--- config.mk ---
export PLATFORM = sky130hd
export DESIGN_NAME = shift_reg_univ
export DESIGN_NICKNAME = d
export VERILOG_FILES = /design/src/rtl/shift_reg_univ_pkg.sv /design/src/rtl/usr_bit_cell.sv /design/src/rtl/shift_reg_univ.sv
export SDC_FILE = /design/constraint.sdc
export NUM_CORES = 1
export LEC_CHECK = 0
export ABC_AREA = 1
export CAP_MARGIN = 30
export CORE_UTILIZATION = 50
export CTS_BUF_LIST = sky130_fd_sc_hd__clkbuf_8 sky130_fd_sc_hd__clkbuf_16
export CTS_CLUSTER_SIZE = 12
export DETAILED_ROUTE_END_ITERATION = 10
export HOLD_SLACK_MARGIN = 0.02
export PLACE_DENSITY = 0.86
export SYNTH_ARGS = -nofsm -noshare
export SYNTH_HDL_FRONTEND = slang
export SYNTH_SLANG_ARGS = --single-unit
export TNS_END_PERCENT = 20
--- constraint.sdc ---
create_clock -name clk -period 2.35 [get_ports clk]
set_input_delay 0.47 -clock clk [delete_from_list [all_inputs] [get_ports clk]]
set_output_delay 0.47 -clock clk [all_outputs]
set_load 0.01 [all_outputs]
--- src/rtl/shift_reg_univ_pkg.sv ---
// shift_reg_univ_pkg: mode encoding and fill-counter width helper for shift_reg_univ.
package shift_reg_univ_pkg;
  typedef enum logic [1:0] {
    MODE_HOLD = 2'b00,
    MODE_SHR  = 2'b01,
    MODE_SHL  = 2'b10,
    MODE_LOAD = 2'b11
  } mode_t;
  function automatic int fill_w(input int width);
    return $clog2(width + 1);
  endfunction
endpackage

--- src/rtl/usr_bit_cell.sv ---
// usr_bit_cell: one storage bit with hold/shift-right/shift-left/load mux and sync clear.
// Active edge is falling when SHIFT_REG_UNIV_NEGEDGE_EN is defined, rising otherwise.
module usr_bit_cell
  import shift_reg_univ_pkg::*;
(
  input  logic  clk,
  input  logic  rst_n,
  input  logic  clr,
  input  mode_t sel,
  input  logic  shr_bit,
  input  logic  shl_bit,
  input  logic  ld_bit,
  output logic  q
);
  logic d;
  always_comb begin
    d = clr ? 1'b0 :
        sel == MODE_SHR  ? shr_bit :
        sel == MODE_SHL  ? shl_bit :
        sel == MODE_LOAD ? ld_bit  : q;
  end
`ifdef SHIFT_REG_UNIV_NEGEDGE_EN
  always_ff @(negedge clk or negedge rst_n) begin
`else
  always_ff @(posedge clk or negedge rst_n) begin
`endif
    if (!rst_n) q <= 1'b0;
    else q <= d;
  end
endmodule

--- src/rtl/shift_reg_univ.sv ---
// shift_reg_univ: universal shift register with optional rotate, sync clear and saturating fill count.
// Define SHIFT_REG_UNIV_NEGEDGE_EN to make every register update on the falling clock edge.
module shift_reg_univ
  import shift_reg_univ_pkg::*;
#(
  parameter int WIDTH  = 8,
  parameter int ROTATE = 0
) (
  input  logic                        clk,
  input  logic                        rst_n,
  input  logic                        en,
  input  logic                        clr,
  input  mode_t                       mode,
  input  logic                        sin,
  input  logic [WIDTH-1:0]            din,
  output logic [WIDTH-1:0]            q,
  output logic                        sout,
  output logic [fill_w(WIDTH)-1:0]    fill,
  output logic                        full
);
  localparam int FW = fill_w(WIDTH);
  mode_t            op;
  logic             shr_in, shl_in, sout_nx;
  logic [WIDTH-1:0] shr_v, shl_v;
  logic [FW-1:0]    fill_nx;
  assign op     = en ? mode : MODE_HOLD;
  assign shr_in = ROTATE != 0 ? q[0] : sin;
  assign shl_in = ROTATE != 0 ? q[WIDTH-1] : sin;
  assign shr_v  = {shr_in, q[WIDTH-1:1]};
  assign shl_v  = {q[WIDTH-2:0], shl_in};
  assign full   = fill == FW'(WIDTH);
  for (genvar i = 0; i < WIDTH; i++) begin : g_cell
    usr_bit_cell u_cell (
      .clk     (clk),
      .rst_n   (rst_n),
      .clr     (clr),
      .sel     (op),
      .shr_bit (shr_v[i]),
      .shl_bit (shl_v[i]),
      .ld_bit  (din[i]),
      .q       (q[i])
    );
  end
  // Fill saturates at WIDTH; sout captures whichever bit leaves the register.
  always_comb begin
    fill_nx = clr ? '0 :
              op == MODE_LOAD ? FW'(WIDTH) :
              (op == MODE_SHR || op == MODE_SHL) && !full ? fill + 1'b1 : fill;
    sout_nx = clr ? 1'b0 :
              op == MODE_SHR ? q[0] :
              op == MODE_SHL ? q[WIDTH-1] : sout;
  end
`ifdef SHIFT_REG_UNIV_NEGEDGE_EN
  always_ff @(negedge clk or negedge rst_n) begin
`else
  always_ff @(posedge clk or negedge rst_n) begin
`endif
    if (!rst_n) begin
      fill <= '0;
      sout <= 1'b0;
    end else begin
      fill <= fill_nx;
      sout <= sout_nx;
    end
  end
endmodule

Word-level counts from Yosys, hierarchy flattened

Cells that the tools add are included.

$add $sub $neg: 1
Equal/unequal tests: 4
Mux-type cells: 39
Reductions and logical operators: 6

Operator list:

| operator                                             | number |
|---|---|
| two-way mux 1 bit                                    | 35 |
| two-way mux 4 bit                                    | 3 |
| nonzero test 3 bit                                   | 2 |
| adder 4 x 1 -> 4 bit (second input constant)         | 1 |
| equality test 2 bit (second input constant)          | 2 |
| equality test 4 bit (second input constant)          | 1 |
| nonzero test 4 bit                                   | 1 |
| equality test 2 x 1 -> 1 bit (second input constant) | 1 |
| two-way mux 2 bit                                    | 1 |
| logical AND 1 bit                                    | 1 |
| zero test 1 bit                                      | 1 |
| logical OR 1 bit                                     | 1 |

Register bits: 13
Input port bits: 15

Longest topological paths before layout

Word-level depth: 7
Mapped depth: 9

Hierarchy

A second synthesis with hierarchy kept.

Cells, all modules: 210
Area total of the unflattened synthesis: 1,387.6 µm²

By module, submodules not included:

| module         | instances | cells an instance | area an instance (µm²) |
|---|---|---|---|
| usr_bit_cell   | 8         | 20                | 126.4 |
| shift_reg_univ | 1         | 50                | 376.6 |

Least setup slack after synthesis

Ideal clock, no wire load.

Path type: input to register
Start: input port mode[0]
End: register g_cell[2].u_cell.q
Library setup time: 0.127 ns
Arrival time: 1.274 ns
Data required time: 2.223 ns
Path slack: 0.949 ns
Cell stages on the path: 7
Buffers on the path: 0
Cell sequence: nand2_1 -> inv_1 -> ha_1 -> nor2_4 -> nand2_2 -> nand2_4 -> o22ai_1

Word-level cells in the longest chain between the ends: 5
Elaborated cells on any way between the ends: 8
Those cells by class: 3 x eq/ne; 4 x mux; 1 x reduce/logical

Ends and longest elaborated chain:

| item                  | line                 | source |
|---|---|---|
| from (decl)           | shift_reg_univ.sv:13 | `input mode_t mode,` |
| two-way mux 2 bit (*) | shift_reg_univ.sv:26 | `assign op = en ? mode : MODE_HOLD;` |
| equality test 2 bit   | usr_bit_cell.sv:19   | `sel == MODE_SHL ? shl_bit :` |
| two-way mux 1 bit     | usr_bit_cell.sv:19   |  |
| two-way mux 1 bit     | usr_bit_cell.sv:18   | `sel == MODE_SHR ? shr_bit :` |
| two-way mux 1 bit     | usr_bit_cell.sv:17   | `d = clr ? 1'b0 :` |
| to (signal assigned)  | usr_bit_cell.sv:27   | `if (!rst_n) q <= 1'b0;` |
| to (signal assigned)  | usr_bit_cell.sv:28   | `else q <= d;` |
| to (decl)             | usr_bit_cell.sv:13   | `output logic q` |

Mark *: on every way between the ends. The rest lies on a longest branch, timed or not.
A chain may end at the register's enable or synchronous reset.

Worst setup path after layout

Start: register fill[0]
End: output port full

Word-level cells in the longest chain between the ends: 1

Ends and longest elaborated chain:

| item                   | line                 | source |
|---|---|---|
| from (decl)            | shift_reg_univ.sv:18 | `output logic [fill_w(WIDTH)-1:0] fill,` |
| from (signal assigned) | shift_reg_univ.sv:62 | `fill <= fill_nx;` |
| equality test 4 bit    | shift_reg_univ.sv:31 | `assign full = fill == FW'(WIDTH);` |
| to (decl)              | shift_reg_univ.sv:19 | `output logic full` |

Every way passes these cells.

==> summary.md <==
| Metric | Value |
|---|---|
| Postcts setup bufs | 0 |
| Die height | 46.27 um |
| Cells on worst reg2reg path | 7 |
| Clock Sinks | 13 |
| Synth Cell Area | 979.7 um^2 |
| Clk slew on worst S/H paths | 0.06 ns |
| Max-slew violations | 0 |
| Worst min path class | reg -> reg |
| Simple-Gate Fraction of Synth Area | 0.3436 |
| Outcome | finished clean |
| Crit. path cell count | 5 |
| Antenna violations before repair | 0 |
| Reg2Reg Setup Slack | 1.09 ns |
| Worst path arrival time | 1.65 ns |
| Clock Latency Late Sink | 0.24 ns |
| Startpoint Class | flip-flop |
| IO Pins | 29 |
| Crit share post-route | 0.9030 |
| Starting DRT DRC Count | 18 |
| Adder-Cell Fraction of Synth Area | 0.06386 |
| Vias in the first global route | 836 |
| Final ANT Viol Nets | 0 |
| LEAKAGE | 0.6236 nW |
| Starting Density | 0.5495 |
| Synth top area cells | dfrtp_1, nand2_1, nand3_2 |
| First-pass GRT wire length | 3.443 mm |
| Register area | 325.3 um^2 |
| Main combinational cell family by area after synthesis | simple AND/OR/NAND/NOR gates |
| Post-DP HPWL | 1.577 mm |
| Fmax | 0.4712 GHz |
| Peak VDD IR | 0.3255 mV |
| Fill cell count | 153 |
| Synth Area in Compound Gates | 0.1047 |
| Die Width | 46.27 um |
| Max Cap Viol | 0 |
| Tmin final | 2.122 ns |
| Final core occ | 0.7109 |
| Share of the synthesized area in the top cell type | 0.3321 |
| Crit-path leading delay family | buffers and inverters |
| Hold wc startpoint | sout |
| Net Count, Synth | 146 |
| Slew at the pin closest to its max-slew limit | 0.5835 ns |
| Detailed-router iteration count before antenna repair | 4 |
| Post-synthesis xor/xnor area fraction | 0 |
| Port buffer count | 28 |
| Crit end category | output pin |
| CTS tree | built |
| Total Power | 658.4 uW |
| Number of synthesized flops with an enable pin | 0 |
| FF+latch count, synth | 13 |
| Sequential fraction of the synthesis area | 0.3321 |
| H-tree levels | 1 |
| Layout Skew | 0.001790 ns |
| Asr flop ratio synth | 1.000 |
| Hold-fix buffers, CTS | 0 |
| Setup TNS | 0 ns |
| Most Frequent Cell on Critical Path | inv_1 |
| Total global-route track usage | 0.2258 |
| Area of the multi-input gates | 501.7 um^2 |
| Total gr overflow | 0 |
| Top-count cell post-synth | nand2_1 |
| Number of distinct library cells after synthesis | 23 |
| Post-synthesis mux area share | 0 |
| Die area | 2140 um^2 |
| Critical Path Max Stage Delay | 0.52 ns |
| Final Wtd Congestion | 0.8743 |
| Routed vias/inst | 4.994 |
| WL/cell | 11.97 um |
| CTS resizes | 0 |
| Worst Path Max Fanout | 5 |
| Synth Warn # | 0 |
| Buf/Inv on CP | 3 |
| Routed via count | 869 |
| Fin. Hold Viols | 0 |
| Final wirelength | 2.083 mm |
| Drt drc | 0 |
| Hold Path Sink | sout |
| Pwr dens | 519.5 nW/um^2 |
| Worst setup path category | reg -> out |
| # rows | 15 |
| Reg-to-Reg Start | fill[0] |
| CTS Buf Count | 3 |
| Avg Cell Area, Syn | 7.775 um^2 |
| Final net count | 170 |
| Hold depth | 2 |
| CP required | 1.88 ns |
| Reg2reg end | fill[3] |
| PnR worst setup slack | 0.2280 ns |
| Most frequent cells after synthesis | nand2_1, inv_1, dfrtp_1, nand3_1, nand3_2 |
| Area grow syn2layout | 29.37% |
| Pre-CTS WS | 0.2490 ns |
| CP Cell Sequence | inv_1 -> ha_1 -> nand3_2 -> inv_1 -> clkdlybuf4s50_1 |
| Final Setup Violations | 0 |
| Number of diodes | 0 |
| CP max-delay cell | clkdlybuf4s50_1 |
| Synth area leader | dfrtp_1 |
| Fraction of layout cells with a size suffix above 1 | 0.1745 |
| CORE AREA | 1783 um^2 |
| Gate count after technology mapping | 126 |
| CTS max path bufs | 2 |
| Clock Tree Root | clkbuf_8 |
| Main flop type after synthesis | dfrtp_1 |
| Pin count of the biggest net entering global routing | 14 |
| Max_slew headroom | 0.6097 |
| Unrepaired setup endpoints after global routing | no |
==> metal layers <==
metal  up-vias  wire length, um  part of all wire  global-route usage
met4         0               38             0.018              0.1118
met5         -                0                 0                   0
met1       396              971              0.47              0.2788
met3         7               86             0.041             0.04314
met2        24              987              0.47              0.3718
li1        442                -                 -                   -
==> worst register-to-register path, cell delays in order, from the launching register on <==
cell and delay, ns:
dfrtp_1 0.42, inv_1 0.11, ha_1 0.18, nand3_2 0.10, nand2_2 0.09, nand2_1 0.09
nand3_1 0.09, nand2_1 0.05
==> through the flow <==
step | hold WS, ns | instance area (um^2) | cells
4_1_cts | 0.5165 | 1267 | 174
3_5_place_dp | 0.4994 | 1222 | 170
5_1_grt | 0.5615 | 1267 | 174
2_1_floorplan | 0.1744 | 979.7 | 126
3_3_place_gp | 0.5257 | 1222 | 170
6_report | 0.5109 | 1267 | 174
==> flip-flops by register name, summed over array words and instances (netlist names) <==
signal           cells
fill                 4
g_cell.u_cell.q      8
sout                 1
==> placed cells by master (no fill, tap or decap), drive strengths merged <==
cell / instances
clkbuf: 3
nor2: 3
buf: 1
ha: 5
dfrtp: 13
a21oi: 1
nand2: 41
inv: 20
nand4: 1
clkdlybuf4s50: 28
o22ai: 5
nand3: 19
o21ai: 8
o211ai: 1
==> cell type report <==
cell class / count / share of cell area
tap: 25 / 0.02468
multi-input combinational: 84 / 0.3959
sequential: 13 / 0.2567
inverter: 19 / 0.06022
clock buffer: 3 / 0.03258
clock inverter: 1 / 0.002961
timing repair buffer: 29 / 0.2270
==> report_power, final <==
part           switching [mW]  internal [mW]
sequential             0.0208          0.245
combinational          0.0991         0.0973
clock                  0.0811          0.115
==> worst max-delay path by stage <==
| stage | from | to | slack (ns) |
|---|---|---|---|
| after detailed placement | en | g_cell[5].u_cell.q | 0.25 |
| after global placement | en | g_cell[7].u_cell.q | 0.31 |
| after global routing | fill[0] | full | 0.16 |
| final | fill[0] | full | 0.23 |
| after floorplan | mode[0] | g_cell[2].u_cell.q | 0.95 |
| after CTS | fill[0] | full | 0.23 |
==> cell families (layout without fill, tap and decap cells) <==
kind of cell	Yosys count	count (layout)
buffers and inverters	29	52
adder cells (fa/ha/maj)	5	5
flip-flops	13	13
AO/OA/AOI/OAI	15	15
AND/OR/NAND/NOR	64	64
Power figures use the tool's default switching activity.
